===== src/rtl/change_dispenser.sv =====
`default_nettype none
// change_dispenser: item-release strobe plus greedy 50/20/10 coin ejection, one-entry request slot, ack timeout. Rev 1.0
module change_dispenser #(
  parameter int unsigned ACK_TIMEOUT = 255
) (
  input  logic       clk,
  input  logic       reset,
  input  logic       purchase,
  input  logic [2:0] ret,
  output logic       vend,
  input  logic       vend_ack,
  output logic       coin_valid,
  output logic [1:0] coin_sel,
  input  logic       coin_ack,
  output logic       busy,
  output logic [7:0] coins_out,
  output logic       overflow,
  output logic       bad_code,
  output logic       fault
);

  typedef enum logic [1:0] {IDLE = 2'd0, VEND = 2'd1, COIN = 2'd2} state_t;

  state_t     state;
  logic [3:0] rem;
  logic       pend_valid;
  logic       pend_purchase;
  logic [3:0] pend_rem;
  logic [7:0] tcnt;

  logic       req;
  logic [3:0] req_rem;
  logic       take_any;
  logic       take_purchase;
  logic [3:0] take_rem;
  logic [3:0] coin_units;
  logic [3:0] rem_after;
  logic       timed_out;

  function automatic logic [1:0] sel_of(input logic [3:0] r);
    if (r >= 4'd5)      return 2'b11;
    else if (r >= 4'd2) return 2'b10;
    else if (r == 4'd1) return 2'b01;
    return 2'b00;
  endfunction

  always_comb begin
    req_rem = 4'd0;
    case (ret)
      3'd1:    req_rem = 4'd2;
      3'd2:    req_rem = 4'd3;
      3'd3:    req_rem = 4'd4;
      3'd4:    req_rem = 4'd5;
      3'd5:    req_rem = 4'd7;
      3'd6:    req_rem = 4'd9;
      default: req_rem = 4'd0;
    endcase
  end

  always_comb begin
    coin_units = 4'd0;
    case (coin_sel)
      2'b11:   coin_units = 4'd5;
      2'b10:   coin_units = 4'd2;
      2'b01:   coin_units = 4'd1;
      default: coin_units = 4'd0;
    endcase
  end

  // A queued request always has priority over the one on the current edge.
  assign req           = purchase | (ret != 3'b000);
  assign take_any      = pend_valid | req;
  assign take_purchase = pend_valid ? pend_purchase : purchase;
  assign take_rem      = pend_valid ? pend_rem : req_rem;
  assign rem_after     = rem - coin_units;
  assign timed_out     = ({1'b0, tcnt} + 9'd1) >= 9'(ACK_TIMEOUT);

  always_ff @(posedge clk or negedge reset) begin
    if (!reset) begin
      state         <= IDLE;
      rem           <= 4'd0;
      pend_valid    <= 1'b0;
      pend_purchase <= 1'b0;
      pend_rem      <= 4'd0;
      tcnt          <= 8'd0;
      vend          <= 1'b0;
      coin_valid    <= 1'b0;
      coin_sel      <= 2'b00;
      busy          <= 1'b0;
      coins_out     <= 8'd0;
      overflow      <= 1'b0;
      bad_code      <= 1'b0;
      fault         <= 1'b0;
    end else begin
      if (ret == 3'b111) bad_code <= 1'b1;

      if (state == IDLE) begin
        if (pend_valid) begin
          pend_valid    <= req;
          pend_purchase <= purchase;
          pend_rem      <= req_rem;
        end
      end else if (req) begin
        if (pend_valid) begin
          overflow <= 1'b1;
        end else begin
          pend_valid    <= 1'b1;
          pend_purchase <= purchase;
          pend_rem      <= req_rem;
        end
      end

      case (state)
        IDLE: begin
          tcnt <= 8'd0;
          if (take_any && take_purchase) begin
            state <= VEND;
            vend  <= 1'b1;
            busy  <= 1'b1;
            rem   <= take_rem;
          end else if (take_any && take_rem != 4'd0) begin
            state      <= COIN;
            coin_valid <= 1'b1;
            coin_sel   <= sel_of(take_rem);
            busy       <= 1'b1;
            rem        <= take_rem;
          end
        end
        VEND: begin
          if (vend_ack) begin
            vend <= 1'b0;
            tcnt <= 8'd0;
            if (rem != 4'd0) begin
              state      <= COIN;
              coin_valid <= 1'b1;
              coin_sel   <= sel_of(rem);
            end else begin
              state <= IDLE;
              busy  <= 1'b0;
            end
          end else if (timed_out) begin
            state <= IDLE;
            fault <= 1'b1;
            rem   <= 4'd0;
            vend  <= 1'b0;
            busy  <= 1'b0;
            tcnt  <= 8'd0;
          end else begin
            tcnt <= tcnt + 8'd1;
          end
        end
        COIN: begin
          if (coin_ack) begin
            tcnt      <= 8'd0;
            coins_out <= coins_out + 8'd1;
            rem       <= rem_after;
            coin_sel  <= sel_of(rem_after);
            if (rem_after == 4'd0) begin
              state      <= IDLE;
              coin_valid <= 1'b0;
              busy       <= 1'b0;
            end
          end else if (timed_out) begin
            state      <= IDLE;
            fault      <= 1'b1;
            rem        <= 4'd0;
            coin_valid <= 1'b0;
            coin_sel   <= 2'b00;
            busy       <= 1'b0;
            tcnt       <= 8'd0;
          end else begin
            tcnt <= tcnt + 8'd1;
          end
        end
        default: state <= IDLE;
      endcase
    end
  end

endmodule
`default_nettype wire


===== config.mk =====
export PLATFORM = sky130hd
export DESIGN_NAME = change_dispenser
export DESIGN_NICKNAME = d
export VERILOG_FILES = /design/src/rtl/change_dispenser.sv
export SDC_FILE = /design/constraint.sdc
export NUM_CORES = 1
export LEC_CHECK = 0
export CORE_MARGIN = 2
export CORE_UTILIZATION = 57
export CTS_CLUSTER_SIZE = 40
export DETAILED_ROUTE_END_ITERATION = 8
export PLACE_DENSITY = 0.89
export SETUP_SLACK_MARGIN = 0.15
export SLEW_MARGIN = 10
export SYNTH_ARGS = -nofsm -noshare
export SYNTH_HDL_FRONTEND = slang
export SYNTH_SLANG_ARGS = --single-unit

===== constraint.sdc =====
create_clock -name clk -period 3 [get_ports clk]
set_input_delay 0.3 -clock clk [delete_from_list [all_inputs] [get_ports clk]]
set_output_delay 0.3 -clock clk [all_outputs]
set_load 0.005 [all_outputs]

==> flow_summary.json <==
{
  "wl_mm": 5.27,
  "syn-num-nets": 273,
  "core_region_area_sq_um": 3970,
  "cp-start-kind": "register",
  "startpoint": "rem[0]$_DFFE_PN0P_",
  "cp_max_fo": 5,
  "post_synth_main_area_contributors": "dfrtp_1, ha_1, nand2_1",
  "synth_top_area_cell": "dfrtp_1",
  "synth_cells": 254,
  "required_ps": 3230,
  "total_power_w": 0.00255,
  "rows": 23,
  "postCtsSetupRepairBufs": 0,
  "pwr-share-clk_pct": 16.9,
  "crit_type": "reg -> reg",
  "clockBufferDepth": 2,
  "areaGrowthSynthToFinish_pct": 15.4,
  "status": "finished, final reports clean",
  "yosysTopAreaCellShare_pct": 38.5,
  "setup_viol": 0,
  "finalCritPeriodShare_pct": 82.8,
  "finalWorstSetupSlack_ps": 517,
  "tns_ps": 0,
  "drt_iter0_drc": 207,
  "firstDrtPassIters": 4,
  "leakage_nw": 1.16,
  "numPortBuffers": 23,
  "ir_worst_vdd_mv": 0.563,
  "cp-end-kind": "register",
  "track_usage_pct": 25.4,
  "overflow": 0,
  "vias_per_cell": 6.07,
  "async_reset_ff_share_pct": 100,
  "diodes": 0,
  "nets": 295,
  "drive_above_1_share_pct": 10.5,
  "crit_arrival_ps": 2710,
  "place_congestion": 0.880,
  "swShare_pct": 41.5,
  "hold_violations": 0,
  "rsz0062_at_grt": "no",
  "worst_pin_slew_ps": 568,
  "die_x_um": 68.1,
  "start_util_pct": 58.9,
  "switching_power_w": 0.00106,
  "io_pins": 24,
  "post-dp-hpwl_mm": 3.79,
  "finClkSkew_ps": 5.89,
  "cts_hold_buf": 0,
  "synth_ff_type": "dfrtp_1",
  "cts_resized": 0,
  "ys_ff_latch": 36,
  "dp_slack_ps": 385,
  "num_vias": 1986,
  "clkLatencyLatePin_ps": 300,
  "h-tree-depth": 2,
  "grt_pass1_vias": 1949,
  "post-route-min-period_ps": 2480,
  "die_h_um": 68.1,
  "reg2reg_from": "rem[0]$_DFFE_PN0P_",
  "synth_warnings": 0,
  "cts_tree": "built",
  "synth_cell_type_count": 53,
  "p_int_w": 0.00149,
  "maxCapViolations": 0,
  "clock_sinks": 36,
  "fmax_ghz": 0.403,
  "yosysSeqAreaShare_pct": 38.5,
  "synth_edf_count": 0,
  "dieArea_sq_um": 4630,
  "combPwrFrac_pct": 52.9,
  "numCtsBuffers": 5,
  "holdWs_ps": 413,
  "grt_pass1_wl_mm": 8.82,
  "seqPwrFrac_pct": 30.1,
  "ctsRootBufferMaster": "clkbuf_8",
  "postRouteAntennaNets": 0,
  "syn_area_per_cell_sq_um": 9.21,
  "drc_errors": 0,
  "hold_class": "in -> async",
  "rr_endpoint": "busy$_DFFE_PN0P_",
  "drv_slew": 0,
  "wl_per_cell_um": 16.1,
  "r2r_slack_ps": 520,
  "r2r_cells": 9,
  "antenna_found_initial": 0,
  "power.density_nw_per_um2": 945,
  "maxSlewHeadroom_pct": 61.7,
  "synth.cell_area_sq_um": 2340,
  "grt_start_max_net_pins": 37,
  "clk_pin_slew_ps": 80,
  "crit_path_end": "busy$_DFFE_PN0P_"
}
flip-flops by register name, indices dropped and copies added, names as in the netlist, 2 cells and up:
signal	cells
coin_sel	2
pend_rem	4
tcnt	8
coins_out	8
state	2
rem	4
stage by stage:
stage	cell area [sq um]	utilization, %	cells
floorplan	2340	-	254
global placement	2590	65.2	319
detailed placement	2590	65.2	319
CTS	2700	68.0	327
global route	2700	68.0	327
finish	2700	68.0	327
cell usage after synthesis, drive strengths merged (7+ instances only):
cell type and count:
mux2 8, and3 8, nand2 24, mux2i 7, nand3 14, nor2 11, nand2b 7, ha 10
o21ai 20, inv 17, dfrtp 36, a31oi 11, xnor2 8, a21oi 16
worst max-delay path, cell delays in order (launching register included):
cell and delay (ps):
dfrtp_1 390, inv_1 140, ha_1 180, inv_1 50, fa_1 370, xnor2_1 360
and4b_1 260, o21ai_1 140, or4_1 430, nand3_1 100
area by class of cell:
cell class / instances / area, sq um
multi-input combinational: 191 / 1320
fill: 317 / 1270
sequential: 36 / 901
timing repair buffer: 25 / 245
clock buffer: 5 / 68.8
inverter: 17 / 63.8
tap: 50 / 62.6
clock inverter: 3 / 42.5
kinds of logic after synthesis:
kind of cell	count (synthesis)	share of synthesized area, %
flip-flops	36	38.5
multiplexers	15	6.84
AND/OR/NAND/NOR	90	20.7
buffers and inverters	27	5.24
XOR/XNOR	8	2.99
adder cells (fa/ha/maj)	11	6.20
AO/OA/AOI/OAI	67	19.5
worst min path at each step:
stage	cells past startpoint	end	from	slack, ps
CTS	2	tcnt[1]$_DFFE_PN0N_	reset	440
detailed placement	1	overflow$_DFFE_PN0P_	overflow$_DFFE_PN0P_	450
global route	2	rem[0]$_DFFE_PN0P_	reset	470
finish	2	rem[0]$_DFFE_PN0P_	reset	410
floorplan	0	bad_code$_DFFE_PN0N_	reset	4
global placement	1	overflow$_DFFE_PN0P_	overflow$_DFFE_PN0P_	450
placed cells by master, fill, tap and decap left out, types with 3 or more instances in the layout:
master and n:
a31oi_2 4, o21ai_0 14, nand2_1 24, and2_1 3, dfrtp_1 36, xnor2_1 8
mux2i_1 7, ha_1 10, nor2_1 11, nor2b_1 4, o22ai_1 3, o21ai_1 5
nand2b_1 7, a31oi_1 7, clkdlybuf4s50_1 23, and3_1 8, clkbuf_8 5, nand4_1 4
nand3_1 13, nor3_1 3, mux2_2 6, inv_1 17, a21oi_1 15
power groups by stage:
| stage | Combinational, W | Clock, W | Sequential (W) |
|---|---|---|---|
| after floorplan | 0.000992 | 0 | 0.000733 |
| after global placement | 0.00128 | 0 | 0.000761 |
| after detailed placement | 0.00132 | 0 | 0.000777 |
| after CTS | 0.00133 | 0.000439 | 0.000767 |
| after global routing | 0.00152 | 0.000457 | 0.000789 |
| final | 0.00135 | 0.000432 | 0.000769 |
routing by layer:
metal  share of wire, %  track usage (%)  up-vias
li1                   -                -      956
met3                4.4             5.76       12
met1                 45             32.0      958
met5                  0                0        -
met2                 49             41.1       60
met4                2.0             12.3        0
Power figures use the tool's default switching activity.
